## src/rtl/pipe_pkg.sv

```systemverilog
// Shared constants and sizing helpers for the elastic pipeline register.
package pipe_pkg;

   localparam int unsigned DEFAULT_WIDTH = 16;
   localparam logic [DEFAULT_WIDTH-1:0] DEFAULT_RST_VAL = '0;

   // Counter width able to hold 0..DEPTH*(1+SKID) entries.
   function automatic int unsigned occ_width(input int unsigned depth, input int unsigned skid);
      return $clog2(depth * (1 + skid) + 1);
   endfunction

endpackage

```

## src/rtl/pipe_elastic_slot.sv

```systemverilog
// One elastic stage: main slot plus optional skid slot, valid/ready on both sides.
module pipe_elastic_slot
   import pipe_pkg::*;
#(
   parameter int unsigned      WIDTH   = DEFAULT_WIDTH,
   parameter int unsigned      SKID    = 1,
   parameter logic [WIDTH-1:0] RST_VAL = '0
) (
   input  logic             clk,
   input  logic             rst,
   input  logic             flush,
   input  logic             in_valid,
   output logic             in_ready,
   input  logic [WIDTH-1:0] in_data,
   output logic             out_valid,
   input  logic             out_ready,
   output logic [WIDTH-1:0] out_data
);

   logic             m_valid;
   logic [WIDTH-1:0] m_data;
   logic             accept;
   logic             drain;

   assign out_valid = m_valid;
   assign out_data  = m_data;
   assign accept    = in_valid & in_ready;
   assign drain     = m_valid & out_ready;

   if (SKID != 0) begin : g_skid
      logic             s_valid;
      logic [WIDTH-1:0] s_data;

      // Ready depends only on the skid register, breaking the ready path.
      assign in_ready = ~s_valid;

      always_ff @(posedge clk or posedge rst) begin
         if (rst) begin
            m_valid <= 1'b0;
            s_valid <= 1'b0;
            m_data  <= RST_VAL;
            s_data  <= RST_VAL;
         end else if (flush) begin
            m_valid <= 1'b0;
            s_valid <= 1'b0;
            m_data  <= RST_VAL;
            s_data  <= RST_VAL;
         end else if (drain) begin
            if (s_valid) begin
               m_data  <= s_data;
               s_valid <= 1'b0;
            end else if (accept) begin
               m_data <= in_data;
            end else begin
               m_valid <= 1'b0;
            end
         end else if (accept) begin
            if (m_valid) begin
               s_valid <= 1'b1;
               s_data  <= in_data;
            end else begin
               m_valid <= 1'b1;
               m_data  <= in_data;
            end
         end
      end
   end else begin : g_noskid
      assign in_ready = ~m_valid | out_ready;

      always_ff @(posedge clk or posedge rst) begin
         if (rst) begin
            m_valid <= 1'b0;
            m_data  <= RST_VAL;
         end else if (flush) begin
            m_valid <= 1'b0;
            m_data  <= RST_VAL;
         end else if (accept) begin
            m_valid <= 1'b1;
            m_data  <= in_data;
         end else if (drain) begin
            m_valid <= 1'b0;
         end
      end
   end

endmodule

```

## src/rtl/pipe_elastic_reg.sv

```systemverilog
// Chain of DEPTH elastic stages with a running occupancy count.
module pipe_elastic_reg
   import pipe_pkg::*;
#(
   parameter int unsigned      WIDTH   = DEFAULT_WIDTH,
   parameter int unsigned      DEPTH   = 1,
   parameter int unsigned      SKID    = 1,
   parameter logic [WIDTH-1:0] RST_VAL = '0
) (
   input  logic                                clk,
   input  logic                                rst,
   input  logic                                flush,
   input  logic                                in_valid,
   output logic                                in_ready,
   input  logic [WIDTH-1:0]                    in_data,
   output logic                                out_valid,
   input  logic                                out_ready,
   output logic [WIDTH-1:0]                    out_data,
   output logic [occ_width(DEPTH, SKID)-1:0]   occupancy
);

   localparam int unsigned OCC_W = occ_width(DEPTH, SKID);

   logic [DEPTH:0]            v;
   logic [DEPTH:0]            r;
   logic [DEPTH:0][WIDTH-1:0] d;
   logic                      push;
   logic                      pop;

   assign v[0]      = in_valid;
   assign d[0]      = in_data;
   assign in_ready  = r[0];
   assign out_valid = v[DEPTH];
   assign out_data  = d[DEPTH];
   assign r[DEPTH]  = out_ready;

   for (genvar k = 0; k < DEPTH; k++) begin : g_stage
      pipe_elastic_slot #(
         .WIDTH   (WIDTH),
         .SKID    (SKID),
         .RST_VAL (RST_VAL)
      ) u_slot (
         .clk       (clk),
         .rst       (rst),
         .flush     (flush),
         .in_valid  (v[k]),
         .in_ready  (r[k]),
         .in_data   (d[k]),
         .out_valid (v[k+1]),
         .out_ready (r[k+1]),
         .out_data  (d[k+1])
      );
   end

   assign push = in_valid & r[0];
   assign pop  = v[DEPTH] & out_ready;

   // Entry count; a simultaneous push and pop leaves it unchanged.
   always_ff @(posedge clk or posedge rst) begin
      if (rst) begin
         occupancy <= '0;
      end else if (flush) begin
         occupancy <= '0;
      end else if (push && !pop) begin
         occupancy <= occupancy + OCC_W'(1);
      end else if (pop && !push) begin
         occupancy <= occupancy - OCC_W'(1);
      end
   end

endmodule

```

## config.mk

```make
export PLATFORM = sky130hd
export DESIGN_NAME = pipe_elastic_reg
export DESIGN_NICKNAME = d
export VERILOG_FILES = /design/src/rtl/pipe_pkg.sv /design/src/rtl/pipe_elastic_slot.sv /design/src/rtl/pipe_elastic_reg.sv
export SDC_FILE = /design/constraint.sdc
export NUM_CORES = 1
export LEC_CHECK = 0
export CORE_ASPECT_RATIO = 0.7
export CORE_MARGIN = 4
export CORE_UTILIZATION = 58
export DETAILED_ROUTE_END_ITERATION = 16
export DONT_BUFFER_PORTS = 1
export PLACE_DENSITY = 0.74
export SLEW_MARGIN = 20
export SYNTH_ARGS = -nofsm -noshare
export SYNTH_HDL_FRONTEND = slang
export SYNTH_SLANG_ARGS = --single-unit
```

## constraint.sdc

```tcl
create_clock -name clk -period 2.3 [get_ports clk]
set_input_delay 0.46 -clock clk [delete_from_list [all_inputs] [get_ports clk]]
set_output_delay 0.46 -clock clk [all_outputs]
set_load 0.005 [all_outputs]
```

Word-level counts from Yosys, hierarchy flattened. Index checks and enable logic that the tools add are counted.

Multipliers: 0. Order comparisons: 0. Add/sub/neg operators: 2. Shift-type cells: 0. Bitwise logic cells: 3. Reductions and logical operators: 14. Equal/unequal tests: 4. Mux-type cells: 22. Div/mod/pow operators: 0.

Operators by type and width (number): two-way mux 16 bit (10); nonzero test 3 bit (4); two-way mux 1 bit (9); inequality test 3 bit (second input constant) (3); AND reduction 3 bit (3); two-way mux 2 bit (3); nonzero test 2 bit (2); adder 2 x 1 -> 2 bit (second input constant) (1); AND 1 bit (2); logical AND 1 bit (2); logical NOT 1 bit (2); inequality test 2 bit (second input constant) (1); AND reduction 2 bit (1); subtractor 2 x 1 -> 2 bit (second input constant) (1); inverter 1 bit (1).

Register bits: 36. Output and inout bits: 20. Bits in read-only memories: 0. RAM bits: 0. Memories kept: 0. Bits in latches: 0. Bits of input ports: 21.

Longest topological paths before layout.
Depth after elaboration: 7. Mapped depth: 6. Gate-level depth less buffers: 3.

Hierarchy. From an unflattened synthesis, not the netlist that was laid out.

Cell total of the unflattened synthesis: 124. Area, all modules: 1641.6 um2.

Modules (own cells, without submodules): pipe_elastic_slot (sequential area each 850.8 um2, area an instance 1482.7 um2, cells each 106, times used 1); pipe_elastic_reg (sequential area each 50.0 um2, area an instance 158.9 um2, cells each 18, times used 1).

Worst setup path before layout. Ideal clock, no wire load.

Kind: register -> register. Start point: register g_stage[0].u_slot.g_skid.s_valid. End point: register g_stage[0].u_slot.m_data[0]. Slack: 0.865 ns. Data required time: 2.153 ns. Clock period less this slack: 1.435 ns. Arrival time: 1.288 ns. Library setup time: 0.147 ns. Cell stages (with the launch flop): 7. Path buffers: 3. Cell sequence: dfrtp_1 -> buf_4 -> nand2b_4 -> buf_2 -> buf_2 -> o32ai_1 -> a211oi_2.

Word-level cells in the longest chain between the ends: 4. Elaborated cells between the ends (all ways): 8.

Ends and longest elaborated chain: start: declaration (RTL line pipe_elastic_slot.sv:31) `logic s_valid;`; start signal: assignment (RTL line pipe_elastic_slot.sv:40) `s_valid <= 1'b0;`; start signal: assignment (RTL line pipe_elastic_slot.sv:45) `s_valid <= 1'b0;`; start signal: assignment (RTL line pipe_elastic_slot.sv:51) `s_valid <= 1'b0;`; inverter 1 bit (RTL line pipe_elastic_slot.sv:35) `assign in_ready = ~s_valid;`; AND 1 bit (RTL line pipe_elastic_slot.sv:27) `assign accept = in_valid & in_ready;`; nonzero test 3 bit (no line); AND reduction 3 bit (no line); end signal: assignment (RTL line pipe_elastic_slot.sv:50) `m_data <= s_data;`; end signal: assignment (RTL line pipe_elastic_slot.sv:53) `m_data <= in_data;`; end signal: assignment (RTL line pipe_elastic_slot.sv:63) `m_data <= in_data;`; end: declaration (RTL line pipe_elastic_slot.sv:21) `logic [WIDTH-1:0] m_data;`.

Parallel ways exist; a longest one is shown, timed or not. A chain may end at the register's enable or synchronous reset.

Final worst setup path.
Start point: register g_stage[0].u_slot.g_skid.s_valid. End point: register g_stage[0].u_slot.m_data[3].

Same word-level chain as after synthesis.

==> impl_metrics.toml <==
[grt]
gr-total-overflow = 0
grt_use_total = 0.193
grt_max_degree = 37
use_met1 = 0.230
use_met2 = 0.302
grt_util_met3 = 0.0892
grt_pass1_wl_mm = 5.56
busiest_layer = "met2"
antenna_found_initial = 0
grt_pass1_vias = 1159

[status]
outcome = "finished clean"

[sta]
rsz0062_at_grt = "no"
max_slew.worst_pin.slew_ps = 619
fin_crit_ps = 1640
finClkSkew_ps = 5.41
relSlewSlack = 0.586
final_hold_viol_count = 0
fmax_mhz = 609
drv_slew = 0
post-route-period-util = 0.713
hold_slack_ps = 158
tns_ps = 0
setup_viol = 0

[final_layout]
drive_gt1_frac = 0.181
nFillCells = 220
syn_to_final_growth_pct = 5.21
stdcell_area_um2 = 1790
regArea_um2 = 901
multi_input_area_um2 = 656
antennaDiodeCount = 0
nNetsFinal = 158

[pwr]
p_per_area_nw_per_um2 = 738
ir_drop_uv = 451
p_leak_nw = 0.777

[synthesis]
synthTopCellsByArea = "dfrtp_1, a22o_1, o32ai_1, a211oi_2, inv_1"
yosysTopAreaCellShare = 0.529
yosysMostFrequentCell = "dfrtp_1"
yosysSeqAreaShare = 0.529
synth-seq-cells = 36
synth_edf_count = 0
syn_area_per_cell_um2 = 12.3
synthTopCellsByCount = "dfrtp_1, inv_1, a22o_1, o32ai_1, a211oi_2"
synth_area_um2 = 1700
syn-num-nets = 159
synth_top_cell_by_area = "dfrtp_1"
netlist_instances = 138
synth_cell_types = 28
synthArstFlopShare = 1.00
ys.warnings.count = 0
synthFlopType = "dfrtp_1"

[hold_path]
worstHoldPathType = "in2async"

[placement]
gp_congestion = 0.682
dpl.hpwl_mm = 2.22
dpl_cell_area_um2 = 1700
io_buffers = 0

[setup_path]
ff2ff_setup_slack_ps = 660
cp_max_fo = 16
crit_path_end_kind = "register"
startpoint_type = "register"
critPathRequiredTime_ps = 2460
reg2reg_from = "g_stage[0].u_slot.g_skid.s_valid$_DFFE_PP0P_"
reg2reg_to = "g_stage[0].u_slot.out_data[3]$_DFFE_PP0P_"
worst_ep_arrival_time_ps = 1800
critPathKind = "reg2reg"
reg2regPathDepth = 3

[drt]
vias = 1136
avgRoutedWirePerCell_um = 19.3
vias_per_cell = 6.53
wirelength_mm = 3.36
first_iter_violations = 88
drc = 0
drtAntennaViolNets = 0
dr.pass1.iters = 4

[clocking]
ctsHoldBuffers = 0
h-tree-depth = 2
cts_resized = 0
post-cts-setup-buffer-count = 0
cts_made_buffers = 5
cts.clk_slew.worst_paths_ps = 70
cts_tree = "built"
cts_sinks = 36
clk_latency_ps = 290
cts_root_buf = "clkbuf_8"
cts.path.max_buffers = 2

[die]
die_height_um = 53.4
die_area_um2 = 3880
dieWidth_um = 72.8
core_um2 = 2800
ioPinCount = 41
rows = 16
initial_core_util = 0.608

[job]
max-cap-violations = 0
==> worst max-delay path: stages, from the launching register on <==
cell and delay, ps:
dfrtp_1 550, nand3_1 530, o32ai_1 350, a211oi_2 80
==> worst max path at each step <==
| stage | slack [ps] | end | start | cells after the start |
|---|---|---|---|---|
| 2_1_floorplan | 870 | g_stage[0].u_slot.out_data[0]$_DFFE_PP0P_ | g_stage[0].u_slot.g_skid.s_valid$_DFFE_PP0P_ | 6 |
| 3_3_place_gp | 750 | g_stage[0].u_slot.out_data[0]$_DFFE_PP0P_ | g_stage[0].u_slot.g_skid.s_valid$_DFFE_PP0P_ | 3 |
| 3_5_place_dp | 710 | g_stage[0].u_slot.out_data[14]$_DFFE_PP0P_ | g_stage[0].u_slot.out_valid$_DFFE_PP0P_ | 4 |
| 4_1_cts | 670 | g_stage[0].u_slot.out_data[3]$_DFFE_PP0P_ | g_stage[0].u_slot.g_skid.s_valid$_DFFE_PP0P_ | 3 |
| 5_1_grt | 530 | g_stage[0].u_slot.out_data[3]$_DFFE_PP0P_ | g_stage[0].u_slot.g_skid.s_valid$_DFFE_PP0P_ | 3 |
| 6_report | 660 | g_stage[0].u_slot.out_data[3]$_DFFE_PP0P_ | g_stage[0].u_slot.g_skid.s_valid$_DFFE_PP0P_ | 3 |
==> placed cells by master (no fill, tap or decap) <==
cell type / Yosys / final
dfrtp_1: 36 / 36
clkbuf_8: 0 / 6
nand4b_1: 1 / 1
a21oi_1: 1 / 1
nor4b_1: 1 / 1
clkbuf_1: 3 / 1
nor4_4: 1 / 1
o31a_4: 1 / 1
a211oi_1: 7 / 7
nand2b_4: 1 / 1
xnor3_1: 1 / 1
nor2b_2: 1 / 1
nand2_1: 3 / 3
o2111ai_1: 1 / 1
inv_1: 20 / 20
nor4bb_1: 1 / 1
a21o_4: 1 / 1
buf_4: 1 / 3
o32ai_1: 16 / 16
o21ai_0: 1 / 1
and2_1: 1 / 1
nor2_1: 2 / 2
a22o_1: 16 / 16
a21boi_0: 1 / 1
nand3_1: 2 / 2
a211oi_2: 10 / 10
clkinvlp_4: 0 / 1
mux2i_1: 1 / 1
==> registers in the layout (all words and copies together), names as in the netlist <==
| signal | count |
|---|---|
| g_stage.u_slot.g_skid.s_data | 16 |
| g_stage.u_slot.g_skid.s_valid | 1 |
| g_stage.u_slot.out_data | 16 |
| g_stage.u_slot.out_valid | 1 |
| occupancy | 2 |
==> area by class of cell <==
type                       instances  area share
clock inverter                     1     0.00419
multi-input combinational         71       0.366
clock buffer                       7      0.0482
sequential                        36       0.502
tap                               36      0.0251
timing repair buffer               3      0.0126
inverter                          20      0.0419
==> routing by layer <==
metal	up-vias	share of wire	routed length, µm
li1	523	-	-
met3	4	0.10	337
met5	-	0	0
met1	571	0.44	1470
met4	0	0.011	38
met2	38	0.45	1520
==> cell families (layout without fill, tap and decap cells) <==
family / Yosys count / in the layout / share of synthesized area
AOI/OAI and AO/OA: 55 / 55 / 0.303
and+or+nand+nor: 14 / 14 / 0.0624
muxes: 1 / 1 / 0.00587
DFF: 36 / 36 / 0.529
xor gates and xnor gates: 1 / 1 / 0.0132
buffers and inverters: 31 / 31 / 0.0866
==> stage by stage <==
| step | power [mW] | util | std cells | setup WS (ps) |
|---|---|---|---|---|
| after floorplan | 0.856 | - | 138 | 865 |
| after global placement | 0.869 | 0.606 | 166 | 750 |
| after detailed placement | 0.875 | 0.606 | 166 | 708 |
| after CTS | 1.34 | 0.640 | 174 | 668 |
| after global routing | 1.38 | 0.640 | 174 | 533 |
| final | 1.32 | 0.640 | 174 | 659 |
==> power by group <==
| group | internal (mW) | switching (mW) |
|---|---|---|
| combinational | 0.0678 | 0.0809 |
| sequential | 0.674 | 0.0379 |
| clock | 0.243 | 0.219 |
Power figures use the tool's default switching activity.
